--- src/rtl/spi_dac_responder.sv ---
// DAC-side responder for the 4-wire serial DAC link: synchronises the bus,
// deserialises write frames, and models the converter's input/output registers.
module spi_dac_responder #(
  parameter int FRAME_BITS  = 16,
  parameter int DATA_W      = 10,
  parameter int SYNC_STAGES = 2
) (
  input  logic              sysclk,
  input  logic              rst_n,
  input  logic              dac_cs,
  input  logic              dac_sck,
  input  logic              dac_sdi,
  input  logic              dac_ld,
  output logic [DATA_W-1:0] dac_value,
  output logic              cfg_buf,
  output logic              cfg_ga_n,
  output logic              cfg_shdn_n,
  output logic              frame_done,
  output logic              frame_err,
  output logic              dac_update
);

  // state    | meaning
  // ST_IDLE  | CS high, waiting for a frame to start
  // ST_SHIFT | CS low, shifting bits in on synced SCK rising edges
  // ST_OVER  | more than FRAME_BITS clocks seen; frame will be rejected
  typedef enum logic [1:0] {
    ST_IDLE  = 2'd0,
    ST_SHIFT = 2'd1,
    ST_OVER  = 2'd2
  } state_t;

  localparam int CNT_W = $clog2(FRAME_BITS + 2);
  localparam logic [CNT_W-1:0] CNT_FULL = CNT_W'(FRAME_BITS);
  localparam logic [CNT_W-1:0] CNT_OVER = CNT_W'(FRAME_BITS + 1);
  localparam logic [CNT_W-1:0] CNT_ONE  = CNT_W'(1);

  localparam int BIT_CH     = FRAME_BITS - 1;
  localparam int BIT_BUF    = FRAME_BITS - 2;
  localparam int BIT_GA     = FRAME_BITS - 3;
  localparam int BIT_SHDN   = FRAME_BITS - 4;
  localparam int BIT_SMP_HI = FRAME_BITS - 5;

  // Bus synchronisers; reset to idle bus levels so release of reset is edge-free.
  logic [SYNC_STAGES-1:0] cs_sync_q, cs_sync_d;
  logic [SYNC_STAGES-1:0] sck_sync_q, sck_sync_d;
  logic [SYNC_STAGES-1:0] sdi_sync_q, sdi_sync_d;
  logic [SYNC_STAGES-1:0] ld_sync_q, ld_sync_d;

  always_comb begin
    cs_sync_d  = {cs_sync_q[SYNC_STAGES-2:0], dac_cs};
    sck_sync_d = {sck_sync_q[SYNC_STAGES-2:0], dac_sck};
    sdi_sync_d = {sdi_sync_q[SYNC_STAGES-2:0], dac_sdi};
    ld_sync_d  = {ld_sync_q[SYNC_STAGES-2:0], dac_ld};
  end

  always_ff @(posedge sysclk or negedge rst_n) begin
    if (!rst_n) begin
      cs_sync_q  <= '1;
      sck_sync_q <= '0;
      sdi_sync_q <= '0;
      ld_sync_q  <= '1;
    end else begin
      cs_sync_q  <= cs_sync_d;
      sck_sync_q <= sck_sync_d;
      sdi_sync_q <= sdi_sync_d;
      ld_sync_q  <= ld_sync_d;
    end
  end

  logic cs_s, sck_s, sdi_s, ld_s;
  logic cs_prev_q, sck_prev_q, ld_prev_q;
  logic cs_prev_d, sck_prev_d, ld_prev_d;
  logic cs_rise, cs_fall, sck_rise, ld_fall;

  always_comb begin
    cs_s       = cs_sync_q[SYNC_STAGES-1];
    sck_s      = sck_sync_q[SYNC_STAGES-1];
    sdi_s      = sdi_sync_q[SYNC_STAGES-1];
    ld_s       = ld_sync_q[SYNC_STAGES-1];
    cs_prev_d  = cs_s;
    sck_prev_d = sck_s;
    ld_prev_d  = ld_s;
    cs_rise    = cs_s & ~cs_prev_q;
    cs_fall    = ~cs_s & cs_prev_q;
    sck_rise   = sck_s & ~sck_prev_q;
    ld_fall    = ~ld_s & ld_prev_q;
  end

  always_ff @(posedge sysclk or negedge rst_n) begin
    if (!rst_n) begin
      cs_prev_q  <= 1'b1;
      sck_prev_q <= 1'b0;
      ld_prev_q  <= 1'b1;
    end else begin
      cs_prev_q  <= cs_prev_d;
      sck_prev_q <= sck_prev_d;
      ld_prev_q  <= ld_prev_d;
    end
  end

  state_t                  state_q, state_d;
  logic [CNT_W-1:0]        cnt_q, cnt_d, cnt_inc;
  logic [FRAME_BITS-1:0]   shift_q, shift_d;

  logic                    in_buf_q, in_buf_d;
  logic                    in_ga_n_q, in_ga_n_d;
  logic                    in_shdn_n_q, in_shdn_n_d;
  logic [DATA_W-1:0]       in_sample_q, in_sample_d;

  logic                    out_buf_q, out_buf_d;
  logic                    out_ga_n_q, out_ga_n_d;
  logic                    out_shdn_n_q, out_shdn_n_d;
  logic [DATA_W-1:0]       out_value_q, out_value_d;

  logic                    frame_done_q, frame_done_d;
  logic                    frame_err_q, frame_err_d;
  logic                    dac_update_q, dac_update_d;

  always_comb begin
    state_d      = state_q;
    cnt_d        = cnt_q;
    cnt_inc      = cnt_q + CNT_ONE;
    shift_d      = shift_q;
    in_buf_d     = in_buf_q;
    in_ga_n_d    = in_ga_n_q;
    in_shdn_n_d  = in_shdn_n_q;
    in_sample_d  = in_sample_q;
    out_buf_d    = out_buf_q;
    out_ga_n_d   = out_ga_n_q;
    out_shdn_n_d = out_shdn_n_q;
    out_value_d  = out_value_q;
    frame_done_d = 1'b0;
    frame_err_d  = 1'b0;
    dac_update_d = 1'b0;

    // CS rising edge closes a frame from any state and wins over SCK that cycle.
    if (cs_rise) begin
      if (state_q != ST_IDLE) begin
        if (state_q == ST_SHIFT && cnt_q == CNT_FULL && !shift_q[BIT_CH]) begin
          in_buf_d     = shift_q[BIT_BUF];
          in_ga_n_d    = shift_q[BIT_GA];
          in_shdn_n_d  = shift_q[BIT_SHDN];
          in_sample_d  = shift_q[BIT_SMP_HI -: DATA_W];
          frame_done_d = 1'b1;
        end else begin
          frame_err_d  = 1'b1;
        end
      end
      state_d = ST_IDLE;
    end else begin
      case (state_q)
        ST_IDLE: begin
          if (cs_fall) begin
            state_d = ST_SHIFT;
            cnt_d   = '0;
            shift_d = '0;
          end
        end
        ST_SHIFT: begin
          if (sck_rise) begin
            shift_d = {shift_q[FRAME_BITS-2:0], sdi_s};
            cnt_d   = cnt_inc;
            if (cnt_inc == CNT_OVER) begin
              state_d = ST_OVER;
            end
          end
        end
        ST_OVER: begin
          state_d = ST_OVER;
        end
        default: begin
          state_d = ST_IDLE;
        end
      endcase
    end

    // Loading from the _d side forwards a frame that completes in the same cycle.
    if (ld_fall) begin
      out_buf_d    = in_buf_d;
      out_ga_n_d   = in_ga_n_d;
      out_shdn_n_d = in_shdn_n_d;
      out_value_d  = in_sample_d;
      dac_update_d = 1'b1;
    end
  end

  always_ff @(posedge sysclk or negedge rst_n) begin
    if (!rst_n) begin
      state_q      <= ST_IDLE;
      cnt_q        <= '0;
      shift_q      <= '0;
      in_buf_q     <= 1'b0;
      in_ga_n_q    <= 1'b0;
      in_shdn_n_q  <= 1'b0;
      in_sample_q  <= '0;
      out_buf_q    <= 1'b0;
      out_ga_n_q   <= 1'b1;
      out_shdn_n_q <= 1'b0;
      out_value_q  <= '0;
      frame_done_q <= 1'b0;
      frame_err_q  <= 1'b0;
      dac_update_q <= 1'b0;
    end else begin
      state_q      <= state_d;
      cnt_q        <= cnt_d;
      shift_q      <= shift_d;
      in_buf_q     <= in_buf_d;
      in_ga_n_q    <= in_ga_n_d;
      in_shdn_n_q  <= in_shdn_n_d;
      in_sample_q  <= in_sample_d;
      out_buf_q    <= out_buf_d;
      out_ga_n_q   <= out_ga_n_d;
      out_shdn_n_q <= out_shdn_n_d;
      out_value_q  <= out_value_d;
      frame_done_q <= frame_done_d;
      frame_err_q  <= frame_err_d;
      dac_update_q <= dac_update_d;
    end
  end

  assign dac_value  = out_value_q;
  assign cfg_buf    = out_buf_q;
  assign cfg_ga_n   = out_ga_n_q;
  assign cfg_shdn_n = out_shdn_n_q;
  assign frame_done = frame_done_q;
  assign frame_err  = frame_err_q;
  assign dac_update = dac_update_q;

endmodule

--- config.mk ---
export PLATFORM = sky130hd
export DESIGN_NAME = spi_dac_responder
export DESIGN_NICKNAME = d
export VERILOG_FILES = /design/src/rtl/spi_dac_responder.sv
export SDC_FILE = /design/constraint.sdc
export NUM_CORES = 1
export LEC_CHECK = 0
export ABC_CLOCK_PERIOD_IN_PS = 3600
export BUFFER_PORTS_ARGS = -buffer_cell sky130_fd_sc_hd__buf_2
export CAP_MARGIN = 20
export CORE_ASPECT_RATIO = 1.2
export CORE_MARGIN = 8
export CORE_UTILIZATION = 60
export DETAILED_ROUTE_END_ITERATION = 10
export PLACE_DENSITY_LB_ADDON = 0.1
export SYNTH_ARGS = -nofsm -noshare
export SYNTH_HDL_FRONTEND = slang
export SYNTH_SLANG_ARGS = --single-unit
--- constraint.sdc ---
create_clock -name sysclk -period 3.6 [get_ports sysclk]
set_clock_uncertainty 0.2 [all_clocks]
set_input_delay 0.72 -clock sysclk [delete_from_list [all_inputs] [get_ports sysclk]]
set_output_delay 0.72 -clock sysclk [all_outputs]
set_load 0.005 [all_outputs]
==> results of run 1 <==
stage by stage:
step	instance area, µm²	power, mW	setup WS (ns)	cells
2_1_floorplan	2620	1.03	1.46	211
3_3_place_gp	2760	1.09	1.07	280
3_5_place_dp	2760	1.11	1.01	280
4_1_cts	2990	1.82	0.990	296
5_1_grt	3010	1.89	0.844	297
6_report	3010	1.80	0.995	297
kinds of logic after synthesis:
kind of cell / after synthesis
and+or+nand+nor: 63
DFF: 63
muxes: 30
AOI/OAI and AO/OA: 28
buffers and inverters: 20
adders and majority gates: 7
flip-flops by register name, indices dropped and copies added (netlist names):
signal	flops
state_q	2
frame_done	1
frame_err	1
cs_prev_q	1
ld_sync_q	2
ld_prev_q	1
cfg_ga_n	1
in_buf_q	1
cs_sync_q	2
in_sample_q	10
cnt_q	5
sck_prev_q	1
shift_q	16
sck_sync_q	2
sdi_sync_q	2
dac_value	10
cfg_shdn_n	1
cfg_buf	1
dac_update	1
in_shdn_n_q	1
in_ga_n_q	1
routing by layer:
layer | vias to the layer above | part of all wire | global-route usage | wire, µm
li1 | 766 | - | - | -
met1 | 828 | 0.43 | 0.166 | 1970
met2 | 33 | 0.52 | 0.252 | 2360
met3 | 12 | 0.030 | 0.0467 | 137
met4 | 0 | 0.021 | 0.0841 | 96
met5 | - | 0 | 0 | 0
how the worst max path moves through the flow:
stage	start	to
after floorplan	state_q[1]$_DFFE_PN0P_	dac_value[0]$_DFFE_PN0P_
after global placement	state_q[1]$_DFFE_PN0P_	dac_value[2]$_DFFE_PN0P_
after detailed placement	state_q[1]$_DFFE_PN0P_	dac_value[1]$_DFFE_PN0P_
after CTS	state_q[1]$_DFFE_PN0P_	cnt_q[3]$_DFFE_PN0P_
after global routing	state_q[1]$_DFFE_PN0P_	cnt_q[3]$_DFFE_PN0P_
final	state_q[1]$_DFFE_PN0P_	cnt_q[3]$_DFFE_PN0P_
placed cells by master (no fill, tap or decap), drive strengths merged:
cell type	n
a2111o	1
a21o	1
a21oi	3
a22oi	1
a31oi	1
and2b	1
and4b	1
and4bb	1
buf	25
bufinv	2
clkbuf	13
clkinv	1
dfrtp	56
dfstp	7
ha	7
inv	9
mux2	28
mux2i	2
nand2	39
nand2b	3
nand3	6
nand3b	3
nand4b	1
nor2	2
nor2b	1
nor3	1
nor3b	1
o21ai	19
o221ai	1
o311ai	1
or4	2
or4b	1
layout make-up:
cell class                 instances  area (µm²)
clock buffer                      13         169
clock inverter                     3        65.1
inverter                           9        33.8
multi-input combinational        128         943
fill                             318        1210
tap                               56        70.1
timing repair buffer              25         148
sequential                        63        1590
worst reg2reg max path, cell delays in order (launching register included):
cell and delay (ns):
dfrtp_1 0.36, inv_1 0.10, ha_1 0.47, nor2_1 0.10
a2111o_1 0.63, or4_1 0.56, nand3_1 0.12
power groups by stage:
stage                     Combinational [mW]  Sequential [mW]  Clock [mW]
after floorplan                        0.253            0.781           0
after global placement                 0.295            0.792           0
after detailed placement               0.309            0.796           0
after CTS                              0.314            0.784       0.717
after global routing                   0.355            0.789       0.749
final                                  0.313            0.785       0.705
cells in the mapped netlist, drive strengths merged (2+ instances only):
cell type / n / area, µm²
a21oi: 3 / 15.0
buf: 4 / 31.3
clkbuf: 7 / 27.5
dfrtp: 56 / 1400
dfstp: 7 / 184
ha: 7 / 87.6
inv: 9 / 33.8
mux2: 28 / 349
mux2i: 2 / 20.0
nand2: 39 / 146
nand2b: 3 / 18.8
nand3: 6 / 30.0
nand3b: 3 / 22.5
nor2: 2 / 7.51
o21ai: 19 / 95.1
or4: 2 / 15.0
==> run_results.csv, run 1 <==
group,metric,value,unit
yosys,synth-seq-cells,63,
status,status,"completed",
route,drtIter0Drc,120,
sta,min_period,2.60,ns
critical_path,start_kind,"flip-flop",
critical_path,reg2reg_slack,1.0,ns
sta,hold_ws,0.107,ns
floorplan,die_area,6750,µm²
yosys,synthCells,211,
global_route,grt_overflow,0,
yosys,synth.distinct_cells,34,
floorplan,pin_count,22,
power,power.density,598,nW/µm²
yosys,synthAdderAreaFrac,0.0334,
route,ant_nets,0,
clock_network,cts-buffers-inserted,9,
critical_path,critPathKind,"reg2reg",
yosys,yosysWarnings,0,
yosys,seq_area_frac_synth,0.605,
sta,setup_viol,0,
clock_network,postCtsSetupRepairBufs,0,
sta,finalMaxSlewViolations,0,
place,dp_hpwl,3030,µm
route,num_vias,1639,
clock_network,cts_tree,"built",
floorplan,core_area,4230,µm²
route,drc_errors,0,
critical_path,r2r-end,"cnt_q[3]$_DFFE_PN0P_",
route,routedWlPerCell,15.4,µm
yosys,yosys.area_share.simple,0.125,
yosys,synth-main-ff-cell,"dfrtp_1",
critical_path,crit_fanout,23,
global_route,grt_start_max_net_pins,54,
hold_path,min_path_type,"in2async",
layout,final_nets,249,
job,drv.max_cap_violation_count,0,
critical_path,critical-path-top-delay-family,"simple AND/OR/NAND/NOR gates",
power,swShare,0.273,
yosys,synth_area_per_cell,12.4,µm²
power,power_frac_clock,0.391,
critical_path,path_cells,"inv_1, ha_1, nor2_1, a2111o_1, or4_1, nand3_1",
place,gp_congestion,0.793,
critical_path,cpMaxStageDelayCell,"a2111o_1",
clock_network,htreeDepth,3,
clock_network,clockBufferDepth,2,
route,wirelength,4560,µm
critical_path,crit_buf_inv,1,
global_route,grt_pass1_vias,1731,
clock_network,clkTransAtPathRegs,0.07,ns
sta,rsz0062_at_grt,"no",
sta,finalCritPeriodShare,0.723,
power,seqPwrFrac,0.435,
layout,drive_above_1_share,0.320,
power,internal_power,1.31,mW
critical_path,cp-end-kind,"flip-flop",
yosys,synth_xor_xnor_area_share,0,
critical_path,cp.required,3.67,ns
critical_path,cp.arrival,2.67,ns
sta,worst_pin_slew,0.653,ns
place,portBuffers,21,
layout,syn_to_final_growth,15.0,%
yosys,synth_mux_area_frac,0.141,
sta,max_slew_margin,0.559,
critical_path,r2r-start,"state_q[1]$_DFFE_PN0P_",
power,pwr-share-comb,0.174,
clock_network,cts_root_buffer,"clkbuf_8",
floorplan,die_h,88.4,µm
yosys,synth_nets,224,
global_route,grt_use_total,0.149,
yosys,async_flop_share,1.00,
clock_network,clock-sinks,63,
sta,finalHoldViolCount,0,
power,leakage,1.53,nW
yosys,synth-compound-area-share,0.0611,
clock_network,clk_latency,0.34,ns
yosys,synthesis.area,2620,µm²
power,p_sw,493,µW
floorplan,start_util,0.620,
power,ir_worst_vdd,0.389,mV
clock_network,ctsResizeCount,0,
sta,fmax,0.384,GHz
yosys,synth_top_family_by_area,"multiplexers",
route,drtPass1Iterations,4,
critical_path,cp.depth,6,
global_route,grt_antenna_before_repair,0,
sta,tns,0,ns
floorplan,floorplan.rows,26,
floorplan,die_width,76.3,µm
clock_network,cts_hold_buf,0,
global_route,grt_pass1_wl,7910,µm
layout,diodes,0,
layout,final_util,0.713,
critical_path,worst_r2r_path_depth,6,
yosys,synth_edf_count,0,
critical_path,max_stage_delay,0.63,ns
route,vias_per_cell,5.52,
Note: power is estimated with default switching activity, not from simulation.
==> run 2: changes to the inputs <==
Settings changed: ABC_AREA from default to 1, ABC_CLOCK_PERIOD_IN_PS 3600 to 2190, CORE_UTILIZATION 60 to 53.
Clock period 3.6 ns to 2.19 ns, I/O delays scaled along.
==> run_results.csv, run 2 <==
group,metric,value,unit
global_route,grt_start_max_net_pins,64,
route,drtIter0Drc,101,
place,pre_cts_slack,0.242,ns
clock_network,clkTransAtPathRegs,0.07,ns
clock_network,clk_latency,0.33,ns
route,routedWlPerCell,12.2,µm
route,ant_nets,0,
place,portBuffers,21,
yosys,yosysWarnings,0,
place,dp.cells,353,
critical_path,critPathLaunch,"cs_sync_q[1]$_DFF_PN1_",
yosys,synth_area_leaders,"dfrtp_1 (53%), nand2_1 (9.1%), dfstp_2 (7.0%), inv_1 (6.1%), nand3_1 (4.4%)",
sta,hold_ws,0.153,ns
place,gp_congestion,0.758,
clock_network,clockBufferDepth,2,
yosys,synth.most_common_cell,"nand2_1",
yosys,synth_edf_count,0,
yosys,synthCells,275,
layout,final_util,0.629,
power,ir_worst_vdd,0.887,mV
floorplan,die_h,93.3,µm
power,finalPower,2.72,mW
yosys,synth.distinct_cells,21,
global_route,grt_pass1_wl,8310,µm
clock_network,ctsResizeCount,0,
clock_network,cts-buffers-inserted,9,
sta,setup_viol,0,
layout,final_nets,322,
critical_path,worst_r2r_path_depth,8,
layout,syn_to_final_growth,16.1,%
hold_path,min_path_type,"reg2reg",
critical_path,crit_fanout,21,
critical_path,critPathKind,"reg2reg",
layout,largest_register_ffs,16,
critical_path,cp.required,2.20,ns
global_route,grt_pass1_vias,1864,
critical_path,cp-end-kind,"flip-flop",
floorplan,pin_count,22,
power,leakage,1.63,nW
floorplan,die_area,7500,µm²
power,pwr-share-comb,0.176,
yosys,yosys.area.top_type,"dfrtp_1",
critical_path,r2r-end,"cnt_q[4]$_DFFE_PN0P_",
place,place_area,2820,µm²
sta,worst_pin_slew,0.422,ns
critical_path,start_kind,"flip-flop",
layout,fin_cells,374,
global_route,grt_antenna_before_repair,0,
power,seqPwrFrac,0.468,
route,drtPass1Iterations,4,
status,status,"completed",
job,drv.max_cap_violation_count,0,
floorplan,core_area,4870,µm²
clock_network,cts_tree,"built",
clock_network,htreeDepth,3,
clock_network,clock-sinks,63,
yosys,synth_nets,288,
yosys,synthTopCellsByCount,"nand2_1 (64), dfrtp_1 (56), inv_1 (43)",
layout,drive_above_1_share,0.182,
layout,diodes,0,
sta,min_period,1.92,ns
global_route,grt_use_total,0.143,
power,internal_power,1.94,mW
sta,max_slew_margin,0.718,
floorplan,die_width,80.4,µm
critical_path,reg2reg_slack,0.27,ns
yosys,synth-seq-cells,63,
critical_path,cp.arrival,1.93,ns
place,dp_hpwl,3020,µm
layout,layout_commonest_cell,"nand2_1",
clock_network,cts_hold_buf,5,
sta,tns,0,ns
critical_path,crit_end,"cnt_q[4]$_DFFE_PN0P_",
power,power_frac_clock,0.356,
clock_network,postCtsSetupRepairBufs,0,
power,swShare,0.287,
route,drc_errors,0,
yosys,synthesis.area,2640,µm²
route,num_vias,1827,
layout,regMostFlops,"shift_q",
sta,finalMaxSlewViolations,0,
yosys,async_flop_share,1.00,
yosys,synth_area_per_cell,9.60,µm²
critical_path,r2r-start,"cs_sync_q[1]$_DFF_PN1_",
layout,design_area,3060,µm²
yosys,yosysTopAreaCellShare,0.531,
sta,fmax,0.520,GHz
layout,nFillCells,424,
floorplan,floorplan.rows,28,
floorplan,start_util,0.542,
global_route,grt_overflow,0,
yosys,seq_area_frac_synth,0.601,
yosys,synth-main-ff-cell,"dfrtp_1",
clock_network,cts_root_buffer,"clkbuf_8",
sta,rsz0062_at_grt,"no",
power,p_sw,782,µW
route,wirelength,4580,µm
route,vias_per_cell,4.89,
layout,final_cell_mix,"nand2_1 (64), dfrtp_1 (56), inv_1 (43)",
sta,setup_slack,0.265,ns
sta,finalHoldViolCount,0,
power,power.density,889,nW/µm²
sta,finalCritPeriodShare,0.879,
==> run 2: cells by family after synthesis <==
kind of cell    synth area share
flops                      0.601
buf+inv                   0.0887
compound gates            0.0479
simple gates               0.229
fa+ha+maj                 0.0332
==> run 2: power groups by stage <==
stage	combinational, mW	clock (mW)	sequential, mW
2_1_floorplan	0.365	0	1.29
3_3_place_gp	0.472	0	1.29
3_5_place_dp	0.477	0	1.29
4_1_cts	0.488	1.00	1.27
5_1_grt	0.564	1.04	1.28
6_report	0.479	0.970	1.27
==> run 2: critical path, cell delays in order, from the launching register on <==
cell and delay, ns:
dfstp_2 0.54, inv_1 0.04, ha_1 0.17, or2_2 0.30
nand3_2 0.14, inv_2 0.05, buf_4 0.20, nand3_1 0.09
o21ai_0 0.08
==> run 2: layout make-up <==
| class | count | area (µm²) | area share |
|---|---|---|---|
| clock inverter | 4 | 45.0 | 0.0147 |
| inverter | 46 | 173 | 0.0564 |
| clock buffer | 12 | 145 | 0.0474 |
| sequential | 63 | 1590 | 0.518 |
| tap | 60 | 75.1 | 0.0245 |
| multi-input combinational | 156 | 820 | 0.268 |
| timing repair buffer | 33 | 220 | 0.0719 |
==> run 2: routing by layer <==
layer	vias to the layer above	wire [µm]	track usage
li1	941	-	-
met3	4	216	0.0298
met4	0	36	0.0912
met2	28	2270	0.231
met1	854	2060	0.167
met5	-	0	0
==> run 2: worst min-delay path by stage <==
stage	start	end	slack, ns	cells past startpoint
finish	sck_sync_q[0]$_DFF_PN0_	sck_sync_q[1]$_DFF_PN0_	0.15	0
global route	ld_sync_q[0]$_DFF_PN1_	ld_sync_q[1]$_DFF_PN1_	0.16	0
CTS	ld_sync_q[0]$_DFF_PN1_	ld_sync_q[1]$_DFF_PN1_	0.16	0
detailed placement	sck_sync_q[0]$_DFF_PN0_	sck_sync_q[1]$_DFF_PN0_	0.14	0
global placement	sck_sync_q[0]$_DFF_PN0_	sck_sync_q[1]$_DFF_PN0_	0.14	0
floorplan	rst_n	cfg_buf$_DFFE_PN0P_	-0.06	0
==> run 3: changes to the inputs <==
--- a/config.mk
+++ b/config.mk
@@ -7,5 +7,5 @@
 export LEC_CHECK = 0
 export ABC_AREA = 1
-export ABC_CLOCK_PERIOD_IN_PS = 2190
+export ABC_CLOCK_PERIOD_IN_PS = 1700
 export BUFFER_PORTS_ARGS = -buffer_cell sky130_fd_sc_hd__buf_2
 export CAP_MARGIN = 20
==> constraint.sdc (replaced) <==
create_clock -name sysclk -period 1.7 [get_ports sysclk]
set_clock_uncertainty 0.2 [all_clocks]
set_input_delay 0.34 -clock sysclk [delete_from_list [all_inputs] [get_ports sysclk]]
set_output_delay 0.34 -clock sysclk [all_outputs]
set_load 0.02 [all_outputs]
==> run_results.csv, run 3 (synthesized netlist as in run 2, its figures left out) <==
group,metric,value,unit
critical_path,cp-end-kind,"flip-flop",
layout,seq_area,1590,µm²
route,routedWlPerCell,13.5,µm
layout,syn_to_final_growth,26.9,%
sta,max_slew_margin,0.721,
job,drv.max_cap_violation_count,0,
floorplan,die_width,80.4,µm
route,vias_per_cell,5.05,
critical_path,cp.arrival,1.79,ns
critical_path,start_kind,"flip-flop",
route,drtPass1Iterations,4,
global_route,grt_antenna_before_repair,0,
layout,regMostFlops,"shift_q",
layout,final_cell_mix,"nand2_1 (61), dfrtp_1 (56), inv_1 (40)",
floorplan,core_area,4870,µm²
place,dp.cells,364,
place,portBuffers,21,
power,power.density,1190,nW/µm²
critical_path,crit_fanout,13,
global_route,grt_overflow,0,
clock_network,clkTransAtPathRegs,0.06,ns
status,violations,"setup timing",
critical_path,crit_buf_inv,3,
sta,rsz0062_at_grt,"yes",
status,status,"finished, violations left",
sta,finalMaxSlewViolations,0,
global_route,grt_pass1_vias,1962,
sta,setup_viol,17,
route,wirelength,5210,µm
clock_network,clk_latency,0.34,ns
power,finalPower,4.00,mW
global_route,grt_pass1_wl,8890,µm
place,dp_hpwl,3310,µm
sta,fmax,0.580,GHz
route,drtIter0Drc,203,
critical_path,critical-path-top-delay-family,"flip-flops",
sta,finalCritPeriodShare,1.01,
clock_network,htreeDepth,3,
clock_network,clockBufferDepth,2,
route,ant_nets,0,
layout,drive_above_1_share,0.279,
floorplan,floorplan.rows,28,
layout,fin_cells,386,
floorplan,pin_count,22,
clock_network,cts_tree,"built",
hold_path,min_path_type,"reg2reg",
route,drc_errors,0,
layout,nFillCells,370,
critical_path,cp.required,1.76,ns
layout,multiInputGateArea,960,µm²
place,place_area,2980,µm²
critical_path,max_stage_delay,0.55,ns
route,num_vias,1950,
layout,final_util,0.688,
floorplan,die_area,7500,µm²
global_route,grt_start_max_net_pins,64,
layout,final_nets,334,
global_route,grt_use_total,0.156,
floorplan,die_h,93.3,µm
clock_network,cts_root_buffer,"clkbuf_8",
sta,min_period,1.72,ns
floorplan,start_util,0.542,
critical_path,cpMaxStageDelayCell,"dfstp_2",
sta,finalHoldViolCount,0,
critical_path,path_cells,"inv_2, ha_2, or2_4, nand3_4, inv_8, buf_12, o22ai_1",
power,ir_worst_vdd,1.00,mV
power,leakage,1.70,nW
sta,worst_pin_slew,0.418,ns
clock_network,clock-sinks,63,
layout,design_area,3350,µm²
clock_network,cts-buffers-inserted,9,
sta,hold_ws,0.157,ns
place,gp_congestion,0.832,
layout,largest_register_ffs,16,
place,pre_cts_slack,-0.0529,ns
layout,diodes,0,
sta,tns,-0.140,ns
critical_path,critPathKind,"reg2reg",
sta,setup_slack,-0.0233,ns
layout,layout_commonest_cell,"nand2_1",
-- run 3: final timing paths --
path | start | end | slack [ns] | cells after the start
worst max-delay path | cs_sync_q[1]$_DFF_PN1_ | shift_q[8]$_DFFE_PN0P_ | -0.02 | 7
worst min-delay path | cs_sync_q[0]$_DFF_PN1_ | cs_sync_q[1]$_DFF_PN1_ | 0.16 | 0
worst max register to register | cs_sync_q[1]$_DFF_PN1_ | shift_q[8]$_DFFE_PN0P_ | -0.02 | 7
worst min register to register | cs_sync_q[0]$_DFF_PN1_ | cs_sync_q[1]$_DFF_PN1_ | 0.16 | 0
max in group asynchronous | rst_n | cfg_ga_n$_DFFE_PN1P_ | 0.66 | 3
min in group asynchronous | rst_n | dac_value[8]$_DFFE_PN0P_ | 0.33 | 3
-- run 3: worst reg2reg max path, delay by kind of cell (launching register included) --
family | cells | cell delay (ns)
adder cells (fa/ha/maj) | 1 | 0.16
AND/OR/NAND/NOR | 2 | 0.34
AO/OA/AOI/OAI | 1 | 0.15
buffers and inverters | 3 | 0.23
flip-flops | 1 | 0.55
-- run 3: power breakdown --
part / switching (mW) / total, mW / internal, mW / leakage (nW)
Sequential: 0.0451 / 1.63 / 1.59 / 0.839
Clock: 0.555 / 1.27 / 0.710 / 0.100
Combinational: 0.638 / 1.10 / 0.466 / 0.763
Total: 1.24 / 4.00 / 2.76 / 1.70
-- run 3: routing by layer --
| layer | routed length, µm | GRT usage |
|---|---|---|
| met5 | 0 | 0 |
| met1 | 2200 | 0.179 |
| met3 | 280 | 0.0461 |
| met2 | 2600 | 0.246 |
| met4 | 136 | 0.100 |
-- run 3: layout make-up --
type	count	area share
inverter	46	0.0538
sequential	63	0.473
timing repair buffer	45	0.107
clock buffer	12	0.0433
clock inverter	4	0.0134
multi-input combinational	156	0.287
tap	60	0.0224
-- run 3: what timing repair did --
item                                   in CTS  in global routing
setup endpoints to repair                  45                 49
setup buffers                               1                  0
pin swaps                                   2                  7
hold buffers                                5                  0
endpoints found under the hold margin      60                  0
resized for setup                          13                 20
